### src/rtl/hex_arbiter.sv
// Two-requester round-robin arbiter that owns a 4-digit seven-segment display.
// Ports: clk, rst (async high), req[1:0], data0/data1 -> grant, done, busy, HEX0..HEX3.
module hex_arbiter #(
  parameter int unsigned TICK_DIV   = 50000000,
  parameter int unsigned HOLD_TICKS = 2
) (
  input  logic        clk,
  input  logic        rst,
  input  logic [1:0]  req,
  input  logic [15:0] data0,
  input  logic [15:0] data1,
  output logic [1:0]  grant,
  output logic        done,
  output logic        busy,
  output logic [6:0]  HEX0,
  output logic [6:0]  HEX1,
  output logic [6:0]  HEX2,
  output logic [6:0]  HEX3
);

  localparam logic [31:0] TICK_LAST = 32'(TICK_DIV - 1);
  localparam logic [7:0]  HOLD_LAST = 8'(HOLD_TICKS - 1);

  typedef enum logic {IDLE, HOLD} state_t;

  state_t           state_q, state_d;
  logic [1:0]       grant_q, grant_d;
  logic             done_q, done_d;
  logic [31:0]      presc_q, presc_d;
  logic [7:0]       hold_q, hold_d;
  logic [15:0]      data_q, data_d;
  logic             last_q, last_d;
  logic [3:0][6:0]  hex_q, hex_d;
  logic             win;
  logic             tick_end;

  function automatic logic [6:0] seg(input logic [3:0] n);
    logic [6:0] s;
    unique case (n)
      4'h0: s = 7'h40;
      4'h1: s = 7'h79;
      4'h2: s = 7'h24;
      4'h3: s = 7'h30;
      4'h4: s = 7'h19;
      4'h5: s = 7'h12;
      4'h6: s = 7'h02;
      4'h7: s = 7'h78;
      4'h8: s = 7'h00;
      4'h9: s = 7'h10;
      4'hA: s = 7'h08;
      4'hB: s = 7'h03;
      4'hC: s = 7'h46;
      4'hD: s = 7'h21;
      4'hE: s = 7'h06;
      default: s = 7'h0E;
    endcase
    return s;
  endfunction

  always_ff @(posedge clk or posedge rst) begin
    if (rst) begin
      state_q <= IDLE;
      grant_q <= 2'b00;
      done_q  <= 1'b0;
      presc_q <= '0;
      hold_q  <= '0;
      data_q  <= '0;
      last_q  <= 1'b1;
      hex_q   <= {4{7'h7F}};
    end else begin
      state_q <= state_d;
      grant_q <= grant_d;
      done_q  <= done_d;
      presc_q <= presc_d;
      hold_q  <= hold_d;
      data_q  <= data_d;
      last_q  <= last_d;
      hex_q   <= hex_d;
    end
  end

  always_comb begin
    state_d  = state_q;
    grant_d  = grant_q;
    done_d   = 1'b0;
    presc_d  = presc_q;
    hold_d   = hold_q;
    data_d   = data_q;
    last_d   = last_q;
    hex_d    = hex_q;
    win      = 1'b0;
    tick_end = (presc_q == TICK_LAST);
    unique case (state_q)
      IDLE: begin
        if (|req) begin
          // On a tie the requester that did not win last time goes first.
          win     = (req == 2'b11) ? ~last_q : req[1];
          data_d  = win ? data1 : data0;
          for (int k = 0; k < 4; k++)
            hex_d[k] = seg(data_d[4*k +: 4]);
          grant_d = win ? 2'b10 : 2'b01;
          last_d  = win;
          presc_d = '0;
          hold_d  = '0;
          state_d = HOLD;
        end
      end
      HOLD: begin
        // Release when the hold time is spent or the owner lets go.
        if ((tick_end && hold_q == HOLD_LAST) || ~|(req & grant_q)) begin
          grant_d = 2'b00;
          done_d  = 1'b1;
          state_d = IDLE;
        end else if (tick_end) begin
          presc_d = '0;
          hold_d  = hold_q + 8'd1;
        end else begin
          presc_d = presc_q + 32'd1;
        end
      end
      default: state_d = IDLE;
    endcase
  end

  assign grant = grant_q;
  assign done  = done_q;
  assign busy  = (state_q == HOLD);
  assign HEX0  = hex_q[0];
  assign HEX1  = hex_q[1];
  assign HEX2  = hex_q[2];
  assign HEX3  = hex_q[3];

endmodule

### config.mk
export PLATFORM = sky130hd
export DESIGN_NAME = hex_arbiter
export DESIGN_NICKNAME = d
export VERILOG_FILES = /design/src/rtl/hex_arbiter.sv
export SDC_FILE = /design/constraint.sdc
export NUM_CORES = 1
export LEC_CHECK = 0
export ABC_AREA = 1
export CAP_MARGIN = 15
export CORE_MARGIN = 3
export CORE_UTILIZATION = 60
export CTS_CLUSTER_DIAMETER = 50
export DETAILED_ROUTE_END_ITERATION = 8
export GPL_ROUTABILITY_DRIVEN = 0
export HOLD_SLACK_MARGIN = 0.15
export PLACE_DENSITY = 0.89
export RECOVER_POWER = 25
export SYNTH_ARGS = -nofsm -noshare
export SYNTH_HDL_FRONTEND = slang
export SYNTH_SLANG_ARGS = --single-unit
export TNS_END_PERCENT = 50
### constraint.sdc
create_clock -name clk -period 4.46 [get_ports clk]
set_input_delay 1.115 -clock clk [delete_from_list [all_inputs] [get_ports clk]]
set_output_delay 1.115 -clock clk [all_outputs]
set_load 0.1 [all_outputs]
# Word level (Yosys, flattened, before mapping)
# Memories as Yosys holds them, arrays and structs flattened. A register that Yosys moved wholly into a read port is not among the register bits.
# Index checks and enable logic that the tools add are counted.
[word_totals] mem_bits_ro=448 register_bits=45 wordCells=50 out_inout_bits=32 mem_count=4
[memory_table] memory="(no name shown)" depth=16 word_bits=7 read_ports=1 rd_clocked_by_memory_dff=1 wr=0 line="39" rtl="unique case (n)"
[memory_table] memory="(no name shown)" depth=16 word_bits=7 read_ports=1 rd_clocked_by_memory_dff=1 wr=0 line="39"
[memory_table] memory="(no name shown)" depth=16 word_bits=7 read_ports=1 rd_clocked_by_memory_dff=1 wr=0 line="39"
[memory_table] memory="(no name shown)" depth=16 word_bits=7 read_ports=1 rd_clocked_by_memory_dff=1 wr=0 line="39"
[classes] n_bitwise=3 muxes=19 eq_ne=7 n_reduce_logical=9 add_sub_neg=2
[op_table] cell="32-bit 2-to-1 mux" n=3
[op_table] cell="32-bit one-hot mux with 2 select lines" n=1
[op_table] cell="32-bit by 1-bit adder with 32-bit output (second input constant)" n=1
[op_table] cell="32-bit by 26-bit equality test with 1-bit output (second input constant)" n=1
[op_table] cell="8-bit 2-to-1 mux" n=3
[op_table] cell="16-bit 2-to-1 mux" n=1
[op_table] cell="8-bit one-hot mux with 2 select lines" n=1
[op_table] cell="8-bit by 1-bit adder with 8-bit output (second input constant)" n=1
[op_table] cell="8-bit by 1-bit equality test with 1-bit output (second input constant)" n=1
[op_table] cell="2-bit 2-to-1 mux" n=3
[op_table] cell="2-bit AND reduction" n=3
[op_table] cell="1-bit 2-to-1 mux" n=5
[op_table] cell="2-bit by 1-bit != test with 1-bit output (second input constant)" n=2
[op_table] cell="2-bit != test (second input constant)" n=2
[op_table] cell="2-bit one-hot mux with 2 select lines" n=1
[op_table] cell="2-bit OR reduction" n=2
[op_table] cell="3-bit AND reduction" n=1
[op_table] cell="2-bit AND" n=1
[op_table] cell="2-bit equality test (second input constant)" n=1
[op_table] cell="1-bit inverter" n=2
[op_table] cell="1-bit one-hot mux with 2 select lines" n=1
[op_table] cell="1-bit logical AND" n=1
[op_table] cell="1-bit zero test" n=1
[op_table] cell="1-bit logical OR" n=1

# Depth between registers and ports, before layout
# Gate-level depths: netlist of run 1.
[logic_depth] ltp_word=6 mapped_depth=12 mapped_depth_nobuf=11

# Worst setup path before layout of run 1
# No wires, ideal clock.
[synth_timing] kind="in2reg" startpoint="input port req[0]" endpoint="register hex_q, in the netlist HEX3[5]" stages=11 setup_time_ns=0.086 t_arrival_ns=2.658 path_slack_ns=1.716 required_time_ns=4.374 path_cell_list="nand2_1 -> nand2_1 -> buf_4 -> buf_6 -> o21ai_0 -> inv_1 -> ha_1 -> nand2_1 -> o21ai_0 -> o21ai_0 -> o21ai_0"
[synth_via] elab_chain_cells=3 word_cells_on_any_way=5 cone_classes="eq/ne: 1; mux: 2; reduce/logical: 2"
[synth_lines] item="start: declaration" line="9" rtl="input logic [1:0] req,"
[synth_lines] item="2-bit equality test" line="97" rtl="win = (req == 2'b11) ? ~last_q : req[1];"
[synth_lines] item="1-bit 2-to-1 mux" line="97"
[synth_lines] item="16-bit 2-to-1 mux" line="98" rtl="data_d = win ? data1 : data0;"
[synth_lines] item="end: declaration" line="33" rtl="logic [3:0][6:0] hex_q, hex_d;"
# Several ways; a longest one is shown, not always the timed one.
# A chain may end at the register's enable or synchronous reset.

# Final worst setup path of run 1
[layout_timing] startpoint="input port req[1]" endpoint="register hex_q, in the netlist HEX2[0]"
# The elaborated chain is that of the path after synthesis.

==> results of run 1 <==
==> critical path, cell delays in order <==
cell and delay (ps):
dlygate4sd3_1 560, nand2_1 260, o21ai_0 720, inv_1 170, ha_1 220, inv_1 110
nor2_1 100, o21ai_0 230, a31oi_1 130
==> placed cells by master (no fill, tap or decap), types with 20 or more instances in the layout <==
cell type        instances
nand3_1                 54
ha_1                    27
nand2_1                271
clkdlybuf4s50_1         65
dfrtp_1                 44
o21ai_1                 20
a21oi_1                 30
o21ai_0                 28
dfstp_2                 29
inv_1                   74
nor2_1                 109
==> routing by layer <==
metal	vias up	global-route usage, %	wire length, um	part of all wire, %
met5	-	0	0	0
met3	50	5.75	913	6.7
met4	0	13.0	421	3.1
met2	235	46.1	6460	48
met1	2424	36.2	5800	43
li1	2605	-	-	-
==> cell families after synthesis <==
| kind of cell | after synthesis | share of synthesized area, % |
|---|---|---|
| compound gates | 104 | 11.3 |
| xor+xnor | 13 | 2.19 |
| fa+ha+maj | 27 | 6.49 |
| buf+inv | 103 | 8.32 |
| flops | 73 | 35.8 |
| simple gates | 463 | 35.9 |
==> per-stage QoR <==
step / total power [mW] / instances / area [um2]
2_1_floorplan: 2.78 / 783 / 5200
4_1_cts: 3.80 / 954 / 6130
6_report: 3.80 / 954 / 6120
5_1_grt: 3.99 / 954 / 6120
3_3_place_gp: 3.21 / 938 / 5920
3_5_place_dp: 3.24 / 938 / 5920
==> flip-flops by register name, summed over array words and instances (netlist names) <==
name / count
done: 1
grant: 2
last_q: 1
presc_q: 32
HEX1: 7
HEX2: 7
HEX0: 7
HEX3: 7
hold_q: 8
busy: 1
==> cell type report <==
cell class                      count  area (um2)
Multi-Input combinational cell    607        2910
Tap cell                          105         131
Inverter                           79         297
Clock inverter                      4        51.3
Timing Repair Buffer               74         719
Fill cell                         641        2170
Sequential cell                    73        1860
Clock buffer                       12         155
==> power by group <==
part	leakage, nW	internal (mW)	switching, mW
clock network	0.103	0.290	0.260
registers	0.909	0.918	0.121
logic	1.77	0.491	1.72
==> path summary, 6_finish.rpt <==
kind                         start           to  depth (start not counted)
max                         req[1]      HEX2[0]                          9
max reg2reg                 last_q      HEX3[5]                         11
min                        HEX3[3]      HEX3[3]                          2
min reg2reg                HEX3[3]      HEX3[3]                          2
max in group asynchronous      rst  presc_q[27]                          3
min in group asynchronous      rst    hold_q[2]                          2
==> impl_metrics.yaml, run 1 <==
global_routing:
  grt_max_degree: 39
  grt_usage_pct: 28.3
  antenna_found_initial: 0
  globalRouteOverflowTotal: 0
  grt_pass1_vias: 5150
  grt_pass1_wl_mm: 23.0
placement:
  hpwl_mm: 10.0
  post-place-ws_ps: 894
  port_buffers: 67
routing:
  vias_per_cell: 5.57
  drt_iter0_markers: 388
  wire_per_inst_um: 14.3
  drc: 0
  drt-total-wl_mm: 13.6
  final_antenna_net_count: 0
  firstDrtPassIters: 5
  vias: 5314
min_path:
  hp-class: "flop to flop"
setup_path:
  start_kind: "primary input"
  crit_path_max_fanout: 13
  endpoint_kind: "flop"
  path_class: "primary input to flop"
  crit_required_ps: 4720
  arrival_ps: 3620
  r2r_slack_ps: 1930
floorplan:
  core_area_um2: 8300
  rows: 33
  die_x_um: 99.1
  ios: 68
  dieHeight_um: 99.1
  dieArea_um2: 9830
  initial_core_util_pct: 62.7
cts:
  cts_num_sinks: 73
  cts_buffer_depth: 2
  h-tree-depth: 3
  cts_inserted_buffers: 9
  cts_tree: "done"
  clock_tree.root_cell: "clkbuf_8"
  postCtsResizedCells: 0
  cts_setup_buffers: 0
  worstSkewPairLatency_ps: 350
  cts_hold_buf: 0
  clkTransAtPathRegs_ps: 70
sta:
  maxSlewHeadroom_pct: 4.77
  hold_slack_ps: 467
  tightestPinTransition_ps: 1430
  fin_crit_sh_pct: 75.4
  final_max_slew_viol_count: 0
  final.setup.worst_slack_ps: 1100
  fmax_mhz: 298
  rsz0062_at_grt: "false"
  fin_skew_ps: 9.83
  tns_ps: 0
  fin_crit_ps: 3360
  finalSetupViolations: 0
  final_hold_viol_count: 0
cells_and_area:
  synthToLayoutAreaGrowth_pct: 17.7
  finalCoreUtilization_pct: 73.8
  final_nets: 907
  diodes: 0
  drive_gt1_share_pct: 7.66
power_and_ir_drop:
  vdd_drop_max_v: 0.000697
  p_per_area_nw_per_um2: 621
  p_leak_nw: 2.79
synth:
  async_flop_share_pct: 100
  yosys-top-cells-count: "nand2_1, nor2_1, inv_1"
  synth-seq-cells: 73
  synthFlopType: "dfrtp_1"
  yosys.cell_count.top_type: "nand2_1"
  avgSynthCellArea_um2: 6.65
  yosys.area.top_type: "dfrtp_1"
  syn_nets: 846
  ys_types: 34
  synth_edf_count: 0
  syn_inst: 783
  ys_warn_count: 0
  seq_area_frac_synth_pct: 35.8
  synth_area_um2: 5200
  ys_top_cells_by_area: "dfrtp_1, nand2_1, dfstp_2, nor2_1, ha_1"
  synth_top_area_share_pct: 21.2
run_status:
  status: "complete, no violations"
job:
  maxCapViolations: 0
(Power assumes the default switching activity.)
==> run 2: changes to the inputs <==
CORE_UTILIZATION = 56   (was 60)
PLACE_DENSITY = 0.84   (was 0.89)
clock period = 3.4 ns   (was 4.46 ns; I/O delays follow)
==> impl_metrics.yaml, run 2 (same netlist as run 1, synthesis figures left out) <==
run_status:
  status: "complete, no violations"
routing:
  vias_per_cell: 5.44
  drc: 0
  vias: 5213
  final_antenna_net_count: 0
  firstDrtPassIters: 5
  drt-total-wl_mm: 13.1
  drt_iter0_markers: 250
  wire_per_inst_um: 13.7
setup_path:
  path_class: "primary input to flop"
  crit_path_frequent_cell: "o21ai_0"
  critPathBufInv: 3
  cpPeakStageDelay_ps: 630
  endpoint_kind: "flop"
  cp_slowest_cell: "o21ai_0"
  crit_required_ps: 3680
  r2r_slack_ps: 1080
  critPathTopFamily: "compound AO/OA/AOI/OAI gates"
  crit_path_max_fanout: 30
  start_kind: "primary input"
  arrival_ps: 3070
  crit_chain: "clkdlybuf4s50_1 > nand2_1 > nand2_1 > buf_4 > o21ai_0 > inv_1 > ha_1 > nand2_1 > o21ai_0 > o21ai_0 > o21ai_0"
global_routing:
  grt_pass1_wl_mm: 22.4
  grt_pass1_vias: 5094
  antenna_found_initial: 0
  grt_max_degree: 31
  globalRouteOverflowTotal: 0
  grt_usage_pct: 26.5
power_and_ir_drop:
  vdd_drop_max_v: 0.00105
  net-switching-power_mw: 2.76
  p_int_mw: 2.13
  p_per_area_nw_per_um2: 806
  p_sw_share_pct: 56.4
  p_leak_nw: 2.83
  pwr-share-seq_pct: 28.4
  combPwrFrac_pct: 57.3
  clkPwrFrac_pct: 14.3
floorplan:
  rows: 34
  core_area_um2: 8890
  dieArea_um2: 10500
  die_x_um: 102
  dieHeight_um: 102
  ios: 68
  initial_core_util_pct: 58.5
sta:
  fin_skew_ps: 12.3
  final_max_slew_viol_count: 0
  fin_crit_sh_pct: 82.2
  fmax_mhz: 358
  fin_crit_ps: 2790
  final_hold_viol_count: 0
  final.setup.worst_slack_ps: 607
  rsz0062_at_grt: "false"
  tightestPinTransition_ps: 1140
  maxSlewHeadroom_pct: 24.2
  tns_ps: 0
  finalSetupViolations: 0
cts:
  cts_inserted_buffers: 9
  cts_tree: "done"
  cts_hold_buf: 0
  clkTransAtPathRegs_ps: 80
  postCtsResizedCells: 0
  worstSkewPairLatency_ps: 360
  h-tree-depth: 3
  cts_setup_buffers: 0
  cts_num_sinks: 73
  cts_buffer_depth: 2
  clock_tree.root_cell: "clkbuf_8"
job:
  maxCapViolations: 0
cells_and_area:
  fillers: 787
  drive_gt1_share_pct: 11.8
  final_nets: 908
  regMostFlops: "presc_q"
  finalCoreUtilization_pct: 68.2
  top_regs: "presc_q: 32 flops, hold_q: 8 flops"
  regArea_um2: 1860
  final_cell_mix: "nand2_1, nor2_1, inv_1, nand3_1, dfrtp_1"
  multi_input_area_um2: 2910
  diodes: 0
  synthToLayoutAreaGrowth_pct: 16.4
  largest_reg_flops: 32
  layout.cells.most_common: "nand2_1"
placement:
  hpwl_mm: 9.99
  port_buffers: 67
  post-place-ws_ps: 250
min_path:
  hp-class: "flop to flop"
==> run 2: cell types whose count changed in the layout (fill, tap and decap cells not counted), sizes merged <==
| cell | delta |
|---|---|
| clkbuf | -4 |
| clkdlybuf4s50 | -31 |
| clkinv | +2 |
| dlygate4sd3 | -1 |
| inv | +1 |
| buf | +34 |
==> run 2: path summary, 6_finish.rpt <==
check / from / endpoint / cells past startpoint
worst min register to register: HEX3[3] / HEX3[3] / 2
worst min-delay path: HEX3[3] / HEX3[3] / 2
max in group asynchronous: rst / HEX3[0] / 3
worst max register to register: presc_q[0] / hold_q[2] / 9
worst max-delay path: req[0] / HEX3[5] / 11
min in group asynchronous: rst / presc_q[15] / 2
==> run 2: per-layer routing <==
layer | up-vias | track usage, % | wire (um)
li1 | 2608 | - | -
met1 | 2421 | 33.1 | 5740
met2 | 155 | 44.6 | 6310
met3 | 29 | 6.83 | 812
met4 | 0 | 8.68 | 259
met5 | - | 0 | 0
==> run 2: power by group through the flow <==
stage               combinational (mW)  clock, mW  sequential [mW]
global route                      2.99      0.748             1.41
global placement                  2.75          0             1.39
finish                            2.80      0.700             1.39
detailed placement                2.80          0             1.39
floorplan                        0.921          0             2.72
CTS                               2.81      0.703             1.39
==> run 2: final cells by class <==
cell class | instances | area share [%]
Multi-Input combinational cell | 607 | 48.0
Sequential cell | 73 | 30.7
Timing Repair Buffer | 75 | 10.9
Inverter | 79 | 4.89
Tap cell | 108 | 2.23
Clock buffer | 9 | 2.04
Clock inverter | 7 | 1.16
==> run 2: per-stage QoR <==
step / instances / hold slack, ps / instance area, um2 / power [mW]
after floorplan: 783 / 442 / 5200 / 3.64
after CTS: 958 / 477 / 6060 / 4.90
after detailed placement: 942 / 465 / 5870 / 4.20
final: 958 / 476 / 6060 / 4.89
after global routing: 958 / 504 / 6060 / 5.15
after global placement: 942 / 456 / 5870 / 4.14
==> run 2: tightest hold or removal path: cells and delay by family, from the launching register on <==
| family | cells | cell delay, ps |
|---|---|---|
| flip-flops | 1 | 370 |
| AND/OR/NAND/NOR | 2 | 110 |
==> RTL edit 1 (config.mk and constraints of run 2) <==
Reset style: synchronous (`rst`), changed in one clocked block. Comments in the files are not updated.
--- a/src/rtl/hex_arbiter.sv
+++ b/src/rtl/hex_arbiter.sv
@@ -57,7 +57,7 @@
     return s;
   endfunction
 
-  always_ff @(posedge clk or posedge rst) begin
+  always_ff @(posedge clk) begin
     if (rst) begin
       state_q <= IDLE;
       grant_q <= 2'b00;
Formal check against the unedited RTL: differs if rst is asserted again (counterexample within 4 cycles, from zero or initial values and one cycle with rst high); with rst held inactive, the same outputs for 10 cycles.
==> RTL edit 1 against run 2 <==
Largest cell class unchanged. Count of clock-buffer cells in the layout rose by 1. Fmax shrank 2.7%. Worst setup slack worse by 0.078 ns. Design area decreased by 5.4%. Synthesized area fell by 4.1%. Sequential cell count stayed put. Wire length is 0.20% lower. Via count is 3.3% higher. First-iteration DRC count rose by 28%. Critical endpoint is now HEX2[6]$_SDFFE_PP1P_. Die area decreased by 3.8%.
Power is not compared: it rests on default switching activity, and its combinational part moved more than twofold at a synthesized area within 25%.
==> RTL edit 1: results (changes against run 2) <==
[run_status]
outcome=finished, final reports clean

[final_layout]
fin_area_um2=5730  ; -5.4%
multi_input_area_um2=3140  ; +7.8%
seq_share=0.255  ; -0.0525
inverters_excl_clock=68  ; -14%
nets=915  ; +0.77%
final-clk-cell-share=0.0341  ; +0.00205
buf_share=0.0956  ; -0.0138
fin_util=0.680  ; -0.00106
fillers=771  ; -2.0%
nClkBuffers=10  ; +1
drive_gt1_frac=0.0898  ; -0.0278

[grt]
grtUsageMet1=0.316  ; -0.0155
grt_start_max_net_pins=47  ; +52%
use_met2=0.469  ; +0.0231
grt_pass1_vias=5125  ; +0.61%
grt_pass1_wl_um=22500  ; +0.37%
groute.usage.overall=0.270  ; +0.00505

[setup_path]
crit_slowest_cell=clkdlybuf4s50_1
rr_worst_depth=11  ; +2
critPathTopFamily=buffers and inverters
critPathMaxFanout=11  ; -63%
cp.arrival_ns=3.12  ; +0.05 ns
r2r_start=presc_q[0]$_SDFFE_PP0P_
slowest_delay_ns=0.52  ; -0.11 ns

[detailed_routing]
drt-wirelength-per-cell_um=13.6  ; -0.61%
wl_met2_um=6300  ; -0.19%
wl_met1_um=5520  ; -3.7%
num_vias=5386  ; +3.3%
wirelength_um=13100  ; -0.20%
drtIter0Drc=319  ; +28%

[min_path]
min_delay_worst_endpoint=HEX2[5]$_SDFFE_PP1P_

[logic_synthesis]
synth.area.top_cells=dfxtp_1, nand2_1, nand3_1
synth_cell_type_count=39  ; +15%
synth_common_cells=nand2_1, nor2_1, nand3_1, dfxtp_1, inv_1
synthArstFlopShare=0  ; -1.00
synth_compound_area_frac=0.155  ; +0.0424
synth_fp_nets=856  ; +1.2%
synth_cells=793  ; +1.3%
yosysTopAreaCellShare=0.293  ; +0.0811
synth_xor_area_frac=0.0193  ; -0.00258
yosysSeqAreaShare=0.293  ; -0.0653

[placement]
dp_hpwl_um=9740  ; -2.5%
dp_slack_ns=0.185  ; -0.0650 ns
placed_area_um2=5630  ; -3.9%
dp.cells=946  ; +0.42%

[sta]
finClkSkew_ns=0.00947  ; -0.00278 ns
fin_worst_hold_slack_ns=0.470  ; -0.00563 ns
slew_headroom=0.182  ; -0.0601

[RTL edit 1: cell types whose count changed after synthesis, sizes merged, moves of 8 or more]
cell    change
dfxtp      +73
dfrtp      -44
a21oi      +39
nand2      -38
dfstp      -29
nand3      +26
inv        -12
a31oi      -10
nor2       -10
clkbuf      +8
[RTL edit 1: worst max path at each step]
stage / to / cells past startpoint / start / slack (ns)
3_5_place_dp: HEX2[6]$_SDFFE_PP1P_ / 12 / req[0] / 0.19
5_1_grt: HEX3[0]$_SDFFE_PP1P_ / 14 / req[0] / 0.28
2_1_floorplan: HEX3[0]$_SDFFE_PP1P_ / 12 / req[0] / 0.88
4_1_cts: HEX2[6]$_SDFFE_PP1P_ / 12 / req[0] / 0.56
6_report: HEX2[6]$_SDFFE_PP1P_ / 12 / req[0] / 0.53
3_3_place_gp: HEX3[0]$_SDFFE_PP1P_ / 14 / req[0] / 0.33
==> RTL edit 2 (config.mk and constraints of run 2) <==
Made on the original files. `TICK_DIV`: 50000000 -> 37500000.
--- a/src/rtl/hex_arbiter.sv
+++ b/src/rtl/hex_arbiter.sv
@@ -1,7 +1,7 @@
 // Two-requester round-robin arbiter that owns a 4-digit seven-segment display.
 // Ports: clk, rst (async high), req[1:0], data0/data1 -> grant, done, busy, HEX0..HEX3.
 module hex_arbiter #(
-  parameter int unsigned TICK_DIV   = 50000000,
+  parameter int unsigned TICK_DIV   = 37500000,
   parameter int unsigned HOLD_TICKS = 2
 ) (
   input  logic        clk,
Formal check against the unedited RTL: no difference found for any inputs over 10 cycles, from zero or initial values and one cycle with rst high; that may be too few to reach the edited logic, so the function may still have changed.
==> RTL edit 2 against run 2 <==
Worst setup slack worse by 0.051 ns. Synthesized cell count is 0.77% higher. Synthesized area is 3.3% higher. Design area is 2.5% higher. Power is 0.78% higher. Wire length is 0.41% higher. Critical endpoint is now HEX2[5]$_DFFE_PP1P_. Sequential cell count stayed put. Utilization is 1.3 points lower. Critical path type unchanged. Clock power is 4.0% lower.
==> RTL edit 2: results (changes against run 2) <==
[placement]
dp_hpwl_um=9820  ; -1.7%
dp_slack_ns=0.224  ; -0.0262 ns
dp.cells=971  ; +3.1%
placed_area_um2=6040  ; +3.1%

[sta]
worstMarginPinSlew_ns=1.30  ; +0.163 ns
finClkSkew_ns=0.0113  ; -0.000929 ns

[final_layout]
nets=916  ; +0.88%
fillers=792  ; +0.64%
final_cells=987  ; +3.0%

[power_and_ir_drop]
finalPower_mw=4.92  ; +0.78%
peakVddDrop_uv=1140  ; +8.6%
pg_clk_uw=672  ; -4.0%

[logic_synthesis]
synth_common_cells=nand2_1, nor2_1, inv_1, nand3_1, dfrtp_1
yosysSeqAreaShare=0.347  ; -0.0115
synth_fp_nets=852  ; +0.71%
synth_cells=789  ; +0.77%

[grt]
groute.usage.overall=0.248  ; -0.0162
grt_pass1_vias=4937  ; -3.1%
use_met3=0.0503  ; -0.0180
use_met2=0.425  ; -0.0205
grt_pass1_wl_um=22500  ; +0.34%
grtUsageMet1=0.315  ; -0.0159

[detailed_routing]
met3_length_um=1050  ; +29%
wl_met1_um=5440  ; -5.2%
drtIter0Drc=319  ; +28%
wirelength_um=13200  ; +0.41%

[setup_path]
critPathMaxFanout=17  ; -43%
slowest_delay_ns=0.50  ; -0.13 ns
timing.rr.end=presc_q[21]$_DFFE_PP0P_
critPathTopFamily=buffers and inverters
rr_worst_depth=11  ; +2

[run_status]
outcome=finished, final reports clean

[min_path]
hp-start=HEX1[2]$_DFFE_PP1P_

RTL edit 2: changes by cell type in the layout (fill, tap and decap cells not counted), moves of 8 or more:
| cell | change |
|---|---|
| inv_1 | +8 |
| nand2_1 | -8 |
| nand3_1 | -8 |
| o21ai_0 | +8 |
| o21ai_1 | -10 |
| o21ai_2 | +21 |
RTL edit 2: final cells by class:
cell class | instances | share of cell area
repair buffers | 75 | 0.106
clock inverters | 5 | 0.00907
well taps | 129 | 0.0260
inverters | 86 | 0.0522
clock buffers | 11 | 0.0212
multi-input cells | 608 | 0.486
flip-flops and latches | 73 | 0.300
RTL edit 2: logic make-up (layout without fill, tap and decap cells):
group / after synthesis / count (layout) / share of synthesized area
compound gates: 119 / 119 / 0.138
xor+xnor: 12 / 12 / 0.0195
fa+ha+maj: 27 / 27 / 0.0628
buf+inv: 108 / 177 / 0.0901
flops: 73 / 73 / 0.347
simple gates: 450 / 450 / 0.343
